[src/rtl/print_event_arbiter.sv]
`default_nettype none
// ============================================================================
// Module      : print_event_arbiter
// Description : Round-robin merge of thermal-head lines and motor step events
//               into one timestamped output, with drop counting when disabled.
// Revision    : 1.0 - initial release
// ============================================================================
module print_event_arbiter #(
    parameter int TIMESTAMP_WIDTH = 32,
    parameter int DROP_WIDTH      = 16
) (
    input  logic                       clk,
    input  logic                       reset,
    input  logic                       enable,
    input  logic                       head_valid,
    output logic                       head_ready,
    input  logic [511:0]               head_data,
    input  logic                       motor_valid,
    output logic                       motor_ready,
    input  logic [31:0]                motor_data,
    output logic                       out_valid,
    input  logic                       out_ready,
    output logic [1:0]                 out_tag,
    output logic [511:0]               out_data,
    output logic [TIMESTAMP_WIDTH-1:0] out_timestamp,
    output logic [DROP_WIDTH-1:0]      drop_count
);

    localparam logic [1:0] c_TAG_NONE  = 2'b00;
    localparam logic [1:0] c_TAG_HEAD  = 2'b01;
    localparam logic [1:0] c_TAG_MOTOR = 2'b10;

    typedef enum logic [0:0] {
        ST_IDLE = 1'b0,
        ST_HOLD = 1'b1
    } state_t;

    state_t                     r_state;
    state_t                     w_state_next;
    logic                       r_last_motor;
    logic [TIMESTAMP_WIDTH-1:0] r_ts;
    logic [DROP_WIDTH-1:0]      r_drop;
    logic [1:0]                 r_out_tag;
    logic [511:0]               r_out_data;
    logic [TIMESTAMP_WIDTH-1:0] r_out_ts;

    logic                       w_idle;
    logic                       w_grant_head;
    logic                       w_grant_motor;
    logic                       w_accept_head;
    logic                       w_accept_motor;
    logic [1:0]                 w_discard_cnt;
    logic [DROP_WIDTH:0]        w_drop_sum;
    logic [DROP_WIDTH-1:0]      w_drop_next;

    // Readies are gated by reset so nothing handshakes while held in reset.
    assign w_idle         = (r_state == ST_IDLE) && reset;
    assign w_grant_head   = head_valid && (!motor_valid || r_last_motor);
    assign w_grant_motor  = motor_valid && !w_grant_head;
    assign w_accept_head  = w_idle && enable && w_grant_head;
    assign w_accept_motor = w_idle && enable && w_grant_motor;

    assign head_ready  = w_idle && (enable ? w_grant_head  : 1'b1);
    assign motor_ready = w_idle && (enable ? w_grant_motor : 1'b1);

    assign w_discard_cnt = (w_idle && !enable)
                         ? ({1'b0, head_valid} + {1'b0, motor_valid})
                         : 2'd0;
    assign w_drop_sum    = {1'b0, r_drop} + (DROP_WIDTH+1)'(w_discard_cnt);
    assign w_drop_next   = w_drop_sum[DROP_WIDTH] ? {DROP_WIDTH{1'b1}}
                                                  : w_drop_sum[DROP_WIDTH-1:0];

    always_comb begin
        w_state_next = r_state;
        case (r_state)
            ST_IDLE: begin
                if (w_accept_head || w_accept_motor) begin
                    w_state_next = ST_HOLD;
                end
            end
            ST_HOLD: begin
                if (out_ready) begin
                    w_state_next = ST_IDLE;
                end
            end
            default: w_state_next = ST_IDLE;
        endcase
    end

    always_ff @(posedge clk or negedge reset) begin
        if (!reset) begin
            r_state <= ST_IDLE;
        end else begin
            r_state <= w_state_next;
        end
    end

    always_ff @(posedge clk or negedge reset) begin
        if (!reset) begin
            r_ts         <= '0;
            r_drop       <= '0;
            r_last_motor <= 1'b1;
            r_out_tag    <= c_TAG_NONE;
            r_out_data   <= '0;
            r_out_ts     <= '0;
        end else begin
            r_ts   <= r_ts + TIMESTAMP_WIDTH'(1);
            r_drop <= w_drop_next;
            if (w_accept_head) begin
                r_out_tag    <= c_TAG_HEAD;
                r_out_data   <= head_data;
                r_out_ts     <= r_ts;
                r_last_motor <= 1'b0;
            end else if (w_accept_motor) begin
                r_out_tag    <= c_TAG_MOTOR;
                r_out_data   <= {480'd0, motor_data};
                r_out_ts     <= r_ts;
                r_last_motor <= 1'b1;
            end else if ((r_state == ST_HOLD) && out_ready) begin
                // Output bus returns to all-zero between events.
                r_out_tag  <= c_TAG_NONE;
                r_out_data <= '0;
                r_out_ts   <= '0;
            end
        end
    end

    assign out_valid     = (r_state == ST_HOLD);
    assign out_tag       = r_out_tag;
    assign out_data      = r_out_data;
    assign out_timestamp = r_out_ts;
    assign drop_count    = r_drop;

endmodule
`default_nettype wire

[config.mk]
export PLATFORM = sky130hd
export DESIGN_NAME = print_event_arbiter
export DESIGN_NICKNAME = d
export VERILOG_FILES = /design/src/rtl/print_event_arbiter.sv
export SDC_FILE = /design/constraint.sdc
export NUM_CORES = 1
export LEC_CHECK = 0
export BUFFER_PORTS_ARGS = -buffer_cell sky130_fd_sc_hd__buf_2
export CORE_AREA = 3 3 429 431
export CTS_CLUSTER_SIZE = 12
export DETAILED_ROUTE_END_ITERATION = 8
export DIE_AREA = 0 0 432 434
export PLACE_DENSITY = 0.39
export RECOVER_POWER = 100
export SYNTH_ARGS = -nofsm -noshare
export SYNTH_HDL_FRONTEND = slang
export SYNTH_SLANG_ARGS = --single-unit
[constraint.sdc]
create_clock -name clk -period 2.8 [get_ports clk]
set_input_delay 0.28 -clock clk [delete_from_list [all_inputs] [get_ports clk]]
set_output_delay 0.28 -clock clk [all_outputs]
set_load 0.05 [all_outputs]
==> flow_summary.json <==
{
  "ys_seq_area_share_pct": 68.5,
  "synth-edff-count": 0,
  "overflow": 0,
  "rows": 156,
  "die_w_um": 432,
  "hold_violations": 0,
  "synthTopCellsByArea": "dfrtp_1, a22o_1, buf_2",
  "io_buffer_count": 1114,
  "antenna_left": 0,
  "reg2reg_slack_ns": 0.23,
  "numCtsBuffers": 77,
  "htree_levels": 3,
  "fill_cells": 19906,
  "synth_area_leader_cell": "dfrtp_1",
  "core_area_sq_um": 181000,
  "synth_most_common_cell": "dfrtp_1",
  "pwr-share-seq_pct": 35.9,
  "comb_power_share_pct": 29.7,
  "tns_ns": 0,
  "synth-async-reset-ratio_pct": 100,
  "ir_drop_v": 0.000431,
  "dp.final_hpwl_um": 102000,
  "clock_skew_ns": 0.0299,
  "ys.flop_type": "dfrtp_1",
  "grt_max_degree": 131,
  "layout-drive-gt1-share_pct": 22.2,
  "max_cap_violations": 0,
  "cts_setup_buffers": 0,
  "path_class": "input pin to register",
  "grt_usage_pct": 13.4,
  "status": "finished, final reports clean",
  "vias_per_cell": 3.65,
  "p_per_area_nw_per_um2": 780,
  "fmax_mhz": 377,
  "dpl_cell_area_sq_um": 30300,
  "slew_viol_final": 0,
  "period_needed_ns": 2.65,
  "ioPinCount": 1115,
  "crit_path_max_fanout": 75,
  "insertion_delay_ns": 0.71,
  "antenna_found_initial": 31,
  "dieHeight_um": 434,
  "via_count": 20518,
  "synthCells": 1532,
  "leakagePower_nw": 17.2,
  "cts.clk_slew.worst_paths_ns": 0.06,
  "dr.first_iter.drc_count": 1080,
  "p_int_mw": 17.6,
  "firstDrtPassIters": 4,
  "start_kind": "input pin",
  "worstHoldPathType": "input pin to register",
  "cts_max_path_buffers": 3,
  "syn_avg_cell_area_sq_um": 14.2,
  "tightestPinTransition_ns": 1.34,
  "start_util_pct": 12.1,
  "slew_headroom_pct": 10.8,
  "switchingPower_mw": 11.6,
  "cts.sinks": 596,
  "pwr-share-clk_pct": 34.4,
  "yosysUniqueCellTypes": 41,
  "nNetsFinal": 3738,
  "grt_pass1_vias": 21614,
  "wirelength_um": 132000,
  "swShare_pct": 39.8,
  "die_area_sq_um": 187000,
  "cts_root_buffer": "clkbuf_16",
  "wl_per_cell_um": 23.5,
  "critPathArrivalTime_ns": 3.26,
  "multiInputGateArea_sq_um": 6230,
  "finalSetupViolations": 0,
  "required_ns": 3.41,
  "syn_to_final_growth_pct": 72.0,
  "grt_pass1_wl_um": 178000,
  "syn_area_sq_um": 21800,
  "synth_nets": 2087,
  "drc_errors": 0,
  "synth-seq-cells": 596,
  "netlist.area_leader.share_pct": 68.3,
  "cts_tree": "yes",
  "yosysWarningCount": 0,
  "synth_commonest_cells": "dfrtp_1, a22o_1, buf_2",
  "cp-end-kind": "register",
  "fin_crit_sh_pct": 94.8,
  "seq_area_sq_um": 14900,
  "grt_setup_unrepaired": "false",
  "routabilityCongestion": 0.848,
  "final_cell_area_sq_um": 37500
}
==> layer usage <==
| metal | track usage (%) | part of all wire [%] | wire [um] |
|---|---|---|---|
| met5 | 0 | 0.031 | 41 |
| met4 | 5.90 | 4.5 | 5950 |
| met3 | 7.42 | 13 | 16600 |
| met2 | 21.3 | 46 | 61400 |
| met1 | 14.7 | 36 | 48100 |
==> power by group through the flow <==
stage	Clock [mW]	Sequential [mW]	Combinational (mW)
after CTS	10.5	10.4	9.16
after floorplan	0	14.3	1.36
after global routing	10.8	10.6	9.16
final	10.1	10.5	8.67
after detailed placement	0	10.6	8.33
after global placement	0	10.6	8.34
==> final cells by class <==
class | count | share of cell area, %
Clock inverter | 31 | 0.982
Multi-Input combinational cell | 798 | 16.6
Antenna cell | 10 | 0.0668
Sequential cell | 596 | 39.8
Tap cell | 2370 | 7.92
Clock buffer | 105 | 5.74
Timing Repair Buffer | 1700 | 28.8
Inverter | 10 | 0.100
==> logic make-up (layout without fill, tap and decap cells) <==
family | after synthesis | after routing | synth area share (%)
AOI/OAI and AO/OA | 561 | 561 | 22.0
xor gates and xnor gates | 38 | 38 | 1.53
adders and majority gates | 5 | 5 | 0.322
buffers and inverters | 138 | 1846 | 2.95
DFF | 596 | 596 | 68.5
muxes | 2 | 2 | 0.0919
other | 0 | 10 | 0
and+or+nand+nor | 192 | 192 | 4.66
==> cell usage in the layout, fill, tap and decap left out, types with 13 or more instances in the layout <==
cell type        n
nand3_1         18
clkbuf_1       584
a22o_1         480
clkinv_2        13
nand2_1         88
xnor2_1         31
dlygate4sd3_1  549
clkbuf_16       77
a221o_1         32
nor2_1          14
o21ai_0         34
buf_2          548
and2_1          35
dfrtp_1        595
==> critical path: stages <==
cell	delay, ns
dlygate4sd3_1	0.56
buf_8	0.14
buf_12	0.23
nand3b_4	0.20
nor2_4	0.06
a21oi_1	0.22
buf_12	0.22
buf_12	0.20
clkbuf_4	0.73
a22o_1	0.27
==> path summary, 6_finish.rpt <==
path | from | to | cells past startpoint
hold / removal | motor_valid | drop_count[0] | 5
hold reg to reg | r_ts[31] | r_ts[31] | 1
setup reg to reg | out_valid | out_data[256] | 8
max in group asynchronous | reset | out_data[41] | 5
min in group asynchronous | reset | r_ts[21] | 3
setup / recovery | reset | out_data[256] | 10
==> repair_timing <==
action / CTS / global route
gates resized for setup: 0 / 0
hold buffers: 549 / 0
endpoints found under the hold margin: 585 / 0
==> metrics by stage <==
stage / setup WS (ns) / hold slack, ns / cells / power [mW] / utilization, %
after floorplan: 0.210 / -0.0156 / 1532 / 15.7 / -
after global placement: 0.257 / 0.358 / 4925 / 18.9 / 16.8
after detailed placement: 0.296 / 0.359 / 4925 / 18.9 / 16.8
after CTS: 0.202 / 0.0865 / 5610 / 30.1 / 21.2
after global routing: 0.0112 / 0.168 / 5618 / 30.6 / 20.7
final: 0.146 / 0.188 / 5620 / 29.2 / 20.7
==> flip-flops by register name (all words and copies together), names as in the netlist <==
register,flops
out_timestamp,32
out_valid,1
out_data,512
r_last_motor,1
drop_count,16
out_tag,2
r_ts,32
(Power assumes the default switching activity.)
